`config.mk`:
```
export PLATFORM = sky130hd
export DESIGN_NAME = psum_collector
export DESIGN_NICKNAME = d
export VERILOG_FILES = /design/src/rtl/psum_collector.sv
export SDC_FILE = /design/constraint.sdc
export NUM_CORES = 1
export LEC_CHECK = 0
export CELL_PAD_IN_SITES_DETAIL_PLACEMENT = 2
export CELL_PAD_IN_SITES_GLOBAL_PLACEMENT = 2
export CORE_ASPECT_RATIO = 1.75
export CORE_MARGIN = 10
export CORE_UTILIZATION = 44
export DETAILED_ROUTE_END_ITERATION = 8
export DONT_BUFFER_PORTS = 1
export PLACE_DENSITY_LB_ADDON = 0.1
export SYNTH_ARGS = -nofsm -noshare
export SYNTH_HDL_FRONTEND = slang
export SYNTH_SLANG_ARGS = --single-unit
```
`constraint.sdc`:
```
create_clock -name clk -period 5.8 [get_ports clk]
set_input_delay 1.16 -clock clk [delete_from_list [all_inputs] [get_ports clk]]
set_output_delay 1.16 -clock clk [all_outputs]
set_load 0.02 [all_outputs]
```
`src/rtl/psum_collector.sv`:
```
// psum_collector: accumulates NUM_PASS consecutive partial sums leaving the
// last PE_reg stage of the SD4 MAC systolic chain into one wide result per
// output pixel, then queues finished results in a small FIFO towards the
// writeback logic (valid/ready on both sides).
//
// Optional build macro: PSUM_COLLECTOR_SAT_EN
//   defined   - every add saturates to the signed ACC_W range; overflow is a
//               sticky flag raised on any saturation.
//   undefined - two's-complement wrap-around; overflow is tied low.
module psum_collector #(
  parameter int PSUM_W     = 16,
  parameter int ACC_W      = 24,
  parameter int NUM_PASS   = 4,
  parameter int FIFO_DEPTH = 4
) (
  input  logic              clk,
  input  logic              rst,
  input  logic              psum_valid,
  output logic              psum_ready,
  input  logic [PSUM_W-1:0] psum_in,
  input  logic [4:0]        exp_bias_in,
  input  logic              flush,
  output logic              out_valid,
  input  logic              out_ready,
  output logic [ACC_W-1:0]  out_data,
  output logic [4:0]        out_exp,
  output logic              out_partial,
  output logic              exp_err,
  output logic              overflow
);

  localparam int PTR_W = (FIFO_DEPTH > 1) ? $clog2(FIFO_DEPTH) : 1;
  localparam int CNT_W = $clog2(FIFO_DEPTH + 1);
  localparam int PC_W  = $clog2(NUM_PASS + 1);

  localparam logic [CNT_W-1:0] FIFO_FULL = CNT_W'(FIFO_DEPTH);
  localparam logic [PC_W-1:0]  PASS_LAST = PC_W'(NUM_PASS);

  typedef enum logic {
    S_IDLE,
    S_ACCUM
  } state_t;

  state_t             r_state;
  state_t             w_state_next;

  logic [ACC_W-1:0]   r_acc;
  logic [PC_W-1:0]    r_pass_cnt;
  logic [4:0]         r_exp_lat;
  logic               r_exp_err;

  logic [ACC_W-1:0]   r_mem_data [FIFO_DEPTH];
  logic [4:0]         r_mem_exp  [FIFO_DEPTH];
  logic               r_mem_part [FIFO_DEPTH];
  logic [PTR_W-1:0]   r_wr_ptr;
  logic [PTR_W-1:0]   r_rd_ptr;
  logic [CNT_W-1:0]   r_count;

  logic               w_ready;
  logic               w_accept;
  logic               w_flush;
  logic               w_in_group;
  logic [ACC_W-1:0]   w_base;
  logic [ACC_W-1:0]   w_sum;
  logic               w_sat;
  logic [PC_W-1:0]    w_cnt_next;
  logic               w_close;
  logic               w_push;
  logic               w_pop;
  logic [ACC_W-1:0]   w_push_data;
  logic [4:0]         w_push_exp;
  logic               w_push_partial;

  // Handshake qualifiers; flush is only honoured while the FIFO has room.
  always_comb begin
    w_ready    = (r_count != FIFO_FULL);
    w_accept   = psum_valid && w_ready;
    w_flush    = flush && w_ready;
    w_in_group = (r_state == S_ACCUM);
    w_pop      = (r_count != '0) && out_ready;
  end

`ifdef PSUM_COLLECTOR_SAT_EN
  logic [ACC_W:0] w_wide;

  // Saturating add: one guard bit exposes signed overflow of the ACC_W sum.
  always_comb begin
    w_base = w_in_group ? r_acc : '0;
    w_wide = (ACC_W+1)'($signed(w_base)) + (ACC_W+1)'($signed(psum_in));
    w_sat  = (w_wide[ACC_W] != w_wide[ACC_W-1]);
    if (!w_sat)
      w_sum = w_wide[ACC_W-1:0];
    else if (w_wide[ACC_W])
      w_sum = {1'b1, {(ACC_W-1){1'b0}}};
    else
      w_sum = {1'b0, {(ACC_W-1){1'b1}}};
  end

  logic r_overflow;

  // Sticky saturation flag, cleared only by reset.
  always_ff @(posedge clk) begin
    if (rst)
      r_overflow <= 1'b0;
    else if (w_accept && w_sat)
      r_overflow <= 1'b1;
  end

  assign overflow = r_overflow;
`else
  // Wrapping add at ACC_W bits after sign extension.
  always_comb begin
    w_base = w_in_group ? r_acc : '0;
    w_sum  = w_base + ACC_W'($signed(psum_in));
    w_sat  = 1'b0;
  end

  assign overflow = 1'b0;
`endif

  // Group bookkeeping: decide whether this edge closes a group and what is
  // pushed. An IDLE accept starts from zero, so the same adder covers it.
  always_comb begin
    w_cnt_next     = (w_in_group ? r_pass_cnt : '0) + PC_W'(1);
    w_close        = w_accept && (w_cnt_next == PASS_LAST);
    w_push         = w_close || (w_flush && (w_accept || w_in_group));
    w_push_data    = w_accept ? w_sum : r_acc;
    w_push_exp     = w_in_group ? r_exp_lat : exp_bias_in;
    w_push_partial = !w_close;
  end

  // FSM state register.
  always_ff @(posedge clk) begin
    if (rst)
      r_state <= S_IDLE;
    else
      r_state <= w_state_next;
  end

  // FSM next state: any push ends the group, a plain accept keeps/opens one.
  always_comb begin
    w_state_next = r_state;
    if (w_push)
      w_state_next = S_IDLE;
    else if (w_accept)
      w_state_next = S_ACCUM;
  end

  // Accumulator, pass counter and latched exponent of the open group.
  always_ff @(posedge clk) begin
    if (rst) begin
      r_acc      <= '0;
      r_pass_cnt <= '0;
      r_exp_lat  <= '0;
    end else if (w_push) begin
      r_acc      <= '0;
      r_pass_cnt <= '0;
    end else if (w_accept) begin
      r_acc      <= w_sum;
      r_pass_cnt <= w_cnt_next;
      if (!w_in_group)
        r_exp_lat <= exp_bias_in;
    end
  end

  // Sticky exponent mismatch inside a group; the sample is still summed.
  always_ff @(posedge clk) begin
    if (rst)
      r_exp_err <= 1'b0;
    else if (w_accept && w_in_group && (exp_bias_in != r_exp_lat))
      r_exp_err <= 1'b1;
  end

  // Result FIFO storage; entries are only ever read while count != 0.
  always_ff @(posedge clk) begin
    if (w_push) begin
      r_mem_data[r_wr_ptr] <= w_push_data;
      r_mem_exp[r_wr_ptr]  <= w_push_exp;
      r_mem_part[r_wr_ptr] <= w_push_partial;
    end
  end

  // FIFO pointers and occupancy; pointers wrap naturally (power-of-2 depth).
  always_ff @(posedge clk) begin
    if (rst) begin
      r_wr_ptr <= '0;
      r_rd_ptr <= '0;
      r_count  <= '0;
    end else begin
      if (w_push)
        r_wr_ptr <= r_wr_ptr + PTR_W'(1);
      if (w_pop)
        r_rd_ptr <= r_rd_ptr + PTR_W'(1);
      case ({w_push, w_pop})
        2'b10:   r_count <= r_count + CNT_W'(1);
        2'b01:   r_count <= r_count - CNT_W'(1);
        default: r_count <= r_count;
      endcase
    end
  end

  // Head outputs are gated so that an empty FIFO presents zeros.
  always_comb begin
    psum_ready  = w_ready;
    out_valid   = (r_count != '0);
    out_data    = out_valid ? r_mem_data[r_rd_ptr] : '0;
    out_exp     = out_valid ? r_mem_exp[r_rd_ptr]  : '0;
    out_partial = out_valid ? r_mem_part[r_rd_ptr] : 1'b0;
    exp_err     = r_exp_err;
  end

endmodule
```
# Word-level counts from Yosys, hierarchy flattened
# Memory sizes are Yosys's and may differ from the RTL's. A register that Yosys moved wholly into a read port is not among the register bits.
# Cells that the tools add are included.
op_classes:
  addsub: 6
  n_eq_ne: 5
  n_mux: 16
  reduce_logical: 14
  n_bitwise: 1
op_table:
  columns: ["operator", "count"]
  rows:
  - ["2-to-1 mux 24 bit", 3]
  - ["adder 24 bit", 1]
  - ["2-to-1 mux 2 bit", 6]
  - ["2-to-1 mux 5 bit", 2]
  - ["logical AND 1 bit", 7]
  - ["adder 3 x 1 -> 3 bit (second input constant)", 2]
  - ["case mux 3 bit (2 select lines)", 1]
  - ["inequality test 5 bit", 1]
  - ["adder 2 x 1 -> 2 bit (second input constant)", 2]
  - ["== test 3 bit (second input constant)", 1]
  - ["2-to-1 mux 1 bit", 3]
  - ["2-to-1 mux 3 bit", 1]
  - ["inequality test 3 bit (second input constant)", 1]
  - ["nonzero test 3 bit", 1]
  - ["subtractor 3 x 1 -> 3 bit (second input constant)", 1]
  - ["== test 2 x 1 -> 1 bit (second input constant)", 1]
  - ["== test 2 bit (second input constant)", 1]
  - ["logical OR 1 bit", 2]
  - ["AND reduction 2 bit", 1]
  - ["nonzero test 2 bit", 1]
  - ["OR reduction 2 bit", 1]
  - ["logical NOT 1 bit", 1]
  - ["NOT 1 bit", 1]
word_totals:
  out_inout_bits: 34
  word_cells: 53
  register_bits: 41
  inputBits: 26
  memories: 3
  ram_bits: 120
mem_list:
  columns: ["memory", "words", "width", "read_ports", "rd_clocked_by_memory_dff", "wr", "line", "source"]
  rows:
  - ["r_mem_data", 4, 24, 1, 1, 1, "52", "logic [ACC_W-1:0] r_mem_data [FIFO_DEPTH];"]
  - ["r_mem_exp", 4, 5, 1, 1, 1, "53", "logic [4:0] r_mem_exp [FIFO_DEPTH];"]
  - ["r_mem_part", 4, 1, 1, 1, 1, "54", "logic r_mem_part [FIFO_DEPTH];"]

# Logic depth before layout (Yosys ltp)
depth:
  ltp_word: 7
  depth_mapped: 16
  mapped_depth_nobuf: 13

# Worst setup path after synthesis
# Ideal clock, no wire load.
synth_path:
  path_kind: "input -> register"
  start: "in psum_in[0]"
  end: "mem r_mem_data[0][22], data pin"
  setup_time_ps: 281
  t_required_ps: 5519
  setup_slack_ps: 2301
  arrival_time_ps: 3218
  path_stages: 11
  n_path_buf: 0
  cell_sequence: "ha_1 inv_1 fa_1 and2b_1 o21ai_1 a21oi_1 o21ai_1 a21oi_2 or4b_1 mux2i_1 nand3_1"
synth_via:
  elab_chain_len: 2
synth_lines:
  columns: ["element", "line", "source"]
  rows:
  - ["from (decl)", "20", "input logic [PSUM_W-1:0] psum_in,"]
  - ["adder 24 bit", "114", "w_sum = w_base + ACC_W'($signed(psum_in));"]
  - ["2-to-1 mux 24 bit", null, null]
  - ["net w_push_data[22]", "70", "logic [ACC_W-1:0] w_push_data;"]
  - ["to (decl)", "52", null]
# The timed path passes the listed nets, and every way through them passes these cells.

# Worst setup path after layout
layout_path:
  start: "reg r_state"
  end: "mem r_mem_data[0][2], enable pin"
layout_via:
  elab_chain_len: 7
  elab_cells_between_ends: 9
  classes_between: "1 x add/sub; 1 x eq/ne; 3 x mux; 4 x reduce/logical"
layout_lines:
  columns: ["element", "line", "source"]
  rows:
  - ["from (decl)", "44", "state_t r_state;"]
  - ["from (signal assigned)", "137", "r_state <= w_state_next;"]
  - ["2-to-1 mux 3 bit", "124", "w_cnt_next = (w_in_group ? r_pass_cnt : '0) + PC_W'(1);"]
  - ["adder 3 x 1 -> 3 bit", "124", null]
  - ["== test 3 bit", "125", "w_close = w_accept && (w_cnt_next == PASS_LAST);"]
  - ["logical AND 1 bit", "125", null]
  - ["logical OR 1 bit *", "126", "w_push = w_close || (w_flush && (w_accept || w_in_group));"]
  - ["2-to-1 mux 1 bit *", "176", "if (w_push) begin"]
  - ["2-to-1 mux 1 bit (not written as such) *", "177", "r_mem_data[r_wr_ptr] <= w_push_data;"]
# Mark *: on every way between the ends. The rest lies on a longest branch, timed or not.

==> key figures <==
Synthesis
  – Top FF cell, synth: edfxtp_1
  – Post-Synth Simple-Gate Area: 0.1396
  – Syn_nets: 695
  – Async S/R FF share, synth: 0
  – Number of synthesized flops with an enable pin: 120
  – Synth Area in XOR/XNOR: 0.02900
  – Syn_area_per_cell: 12.33 um2
  – Post-Syn Area: 7851 um2
  – Cells after synthesis: 637
  – Commonest cells in the netlist: edfxtp_1, nand2_1, and2_1
  – Most common cell in the netlist: edfxtp_1
  – Adder-Cell Fraction of Synth Area: 0.05291
  – Synth Area in Compound Gates: 0.08191
  – Top-area cell type share of the netlist area: 0.4590
  – Largest family of logic cells by synthesized area: simple AND/OR/NAND/NOR gates
  – Top area cells in the synthesized netlist: edfxtp_1, dfxtp_1, mux4_2, and2_1, ha_1
  – YS warnings: 0
  – Flops & latches, synth: 163
  – Post-synth top area cell: edfxtp_1
  – Synth cell types: 51
  – Post-synthesis mux area share: 0.1026
  – Sequential element share of the synthesized area: 0.5686

GRT
  – Total Routing Usage GR: 0.1941
  – Initial antenna violation count: 1
  – Total global routing overflow: 0
  – Vias in the first global route: 5798
  – Largest net degree at the start of global routing: 37
  – First-pass GRT wire length: 34880 um

Routing
  – TritonRoute pass-1 iters: 4
  – Routed WL: 22320 um
  – Routed WL per cell: 25.50 um
  – Routed via count: 5061
  – Via/cell ratio: 5.784
  – Initial DRC Count: 282
  – Remaining DRCs: 0
  – Final ANT Viol Nets: 0

Pwr
  – Sw Pwr: 1.207 mW
  – P_int: 2.438 mW
  – Static Leak: 3.149 nW
  – Part of the power in registers: 0.406
  – Clock share of power: 0.310
  – Maximum vdd ir drop: 0.2809 mV
  – Total design power: 3.645 mW
  – Pwr Density: 421.3 nW/um2
  – Sw Share: 0.3311
  – Comb pwr share: 0.284

Clock tree
  – Reg clk slew, reported paths: 0.06 ns
  – Maximum root-to-sink buffer count: 2
  – CTS Buf Count: 17
  – CTS root buf: clkbuf_16
  – CTS tree: built
  – H-tree level count: 4
  – CTS resizes: 0
  – Hold Buf Count CTS: 0
  – Clock Latency Late Sink: 0.43 ns
  – CTS Sinks: 163
  – Setup bufs post-CTS: 0

Placement
  – Final HPWL DP: 15320 um
  – GP Congestion: 0.8311
  – Pre-CTS WS: 1.853 ns
  – Inst Count DP: 843
  – DP Area: 8060 um2
  – Port bufs: 0

Layout
  – Final instance area: 8652 um2
  – Register Area: 4467 um2
  – Synth-to-layout area growth: 10.20%
  – Non-Filler Instances: 875
  – FILL cells: 1698
  – Fin nets: 689
  – Final core occ: 0.4934
  – Area of the multi-input gates: 3192 um2
  – Share of cells above drive strength 1: 0.1273
  – Ant diodes: 0

Floorplanning
  – DIE HEIGHT: 196.7 um
  – Die ar.: 23800 um2
  – Io pins: 60
  – Die Wd: 121.0 um
  – Starting density of the core: 0.4477
  – Row cnt: 64
  – Core area: 17540 um2

Setup path
  – CP Max Fanout: 36
  – Critical path class: reg -> reg
  – Req. time, crit path: 5.89 ns
  – CP Capture Type: flop
  – Startpoint types: flop
  – CP arrival: 4.07 ns

Timing
  – Tmin final: 3.974 ns
  – Final setup viols: 0
  – RSZ-0062 raised after global routing: false
  – Worst Skew: 0.01376 ns
  – Pins over their slew limit: 0
  – Max-slew headroom: 0.1656
  – WHS: 0.4866 ns
  – Setup_tns: 0 ns
  – Endpoints failing hold: 0
  – Setup ws final: 1.826 ns
  – Slew @ Worst Pin: 1.249 ns
  – Max Clk Rate: 251.6 MHz
  – Final worst path period share: 0.6852

Hold path
  – Hold WC Path Type: reg -> reg

Flow run
  – Max-Cap Viols: 0

Outcome
  – Status: completed
[final timing paths]
kind	from	to	slack, ns	cells past startpoint
worst max-delay path	r_state$_SDFFE_PP0P_	r_mem_data[0][2]$_DFFE_PP_	1.83	8
worst min-delay path	r_acc[15]$_SDFF_PP0_	r_acc[15]$_SDFF_PP0_	0.49	2
worst max register to register	r_state$_SDFFE_PP0P_	r_mem_data[0][2]$_DFFE_PP_	1.83	8
worst min register to register	r_acc[15]$_SDFF_PP0_	r_acc[15]$_SDFF_PP0_	0.49	2
[metal layers]
| layer | track usage | up-vias | share of wire |
|---|---|---|---|
| met5 | 0 | - | 0.00040 |
| met4 | 0.07630 | 2 | 0.025 |
| li1 | - | 2296 | - |
| met1 | 0.2062 | 2632 | 0.38 |
| met2 | 0.3604 | 103 | 0.56 |
| met3 | 0.04093 | 28 | 0.040 |
[flip-flops by register name (all words and copies together), names as in the netlist, named ones only]
register and flops:
exp_err 1, r_acc 24, r_count 3, r_exp_lat 5, r_mem_data 96, r_mem_exp 20
r_mem_part 4, r_pass_cnt 3, r_rd_ptr 2, r_state 1, r_wr_ptr 2
[worst max-delay path: stages (launching register included)]
cell and delay [ns]:
dfxtp_1 0.38, buf_4 0.41, nand2_1 0.13, xor2_1 0.16
nor2b_1 0.26, o21ai_1 0.10, a21boi_1 0.93, and2_1 0.82
buf_4 0.44
[power by group through the flow]
stage               logic, mW  registers [mW]  clock network, mW
global route             1.14            1.49               1.20
finish                   1.04            1.48               1.13
floorplan               0.807            1.46                  0
CTS                      1.07            1.48               1.16
global placement         1.00            1.48                  0
detailed placement       1.05            1.50                  0
[kinds of logic (layout without fill, tap and decap cells)]
group           count (synthesis)  after routing
mux                            42             42
compound gates                104            104
xor+xnor                       26             26
buf+inv                        48             55
fa+ha+maj                      32             32
simple gates                  221            221
other cells                     1              1
flops                         163            163
[layout make-up]
type	instances	area share
clock buffer	23	0.05669
clock inverter	9	0.01171
inverter	16	0.006941
multi-input combinational	426	0.3689
sequential	163	0.5163
tap	231	0.03341
timing repair buffer	7	0.006074
[placed cells by master (no fill, tap or decap), drive strengths merged, types with 2 or more instances in the layout]
| cell | n |
|---|---|
| a211oi | 2 |
| a21boi | 2 |
| a21o | 8 |
| a21oi | 44 |
| a221oi | 2 |
| a31oi | 7 |
| and2 | 73 |
| and3 | 3 |
| buf | 7 |
| bufinv | 2 |
| clkbuf | 23 |
| clkinv | 3 |
| clkinvlp | 4 |
| dfxtp | 43 |
| edfxtp | 120 |
| fa | 2 |
| ha | 30 |
| inv | 16 |
| mux2 | 8 |
| mux2i | 4 |
| mux4 | 30 |
| nand2 | 78 |
| nand3 | 15 |
| nand4 | 3 |
| nor2 | 31 |
| nor3 | 10 |
| o2111ai | 2 |
| o211ai | 2 |
| o21a | 3 |
| o21ai | 23 |
| o21bai | 4 |
| o31ai | 2 |
| or3 | 3 |
| xnor2 | 14 |
| xor2 | 12 |
(Power assumes the default switching activity.)
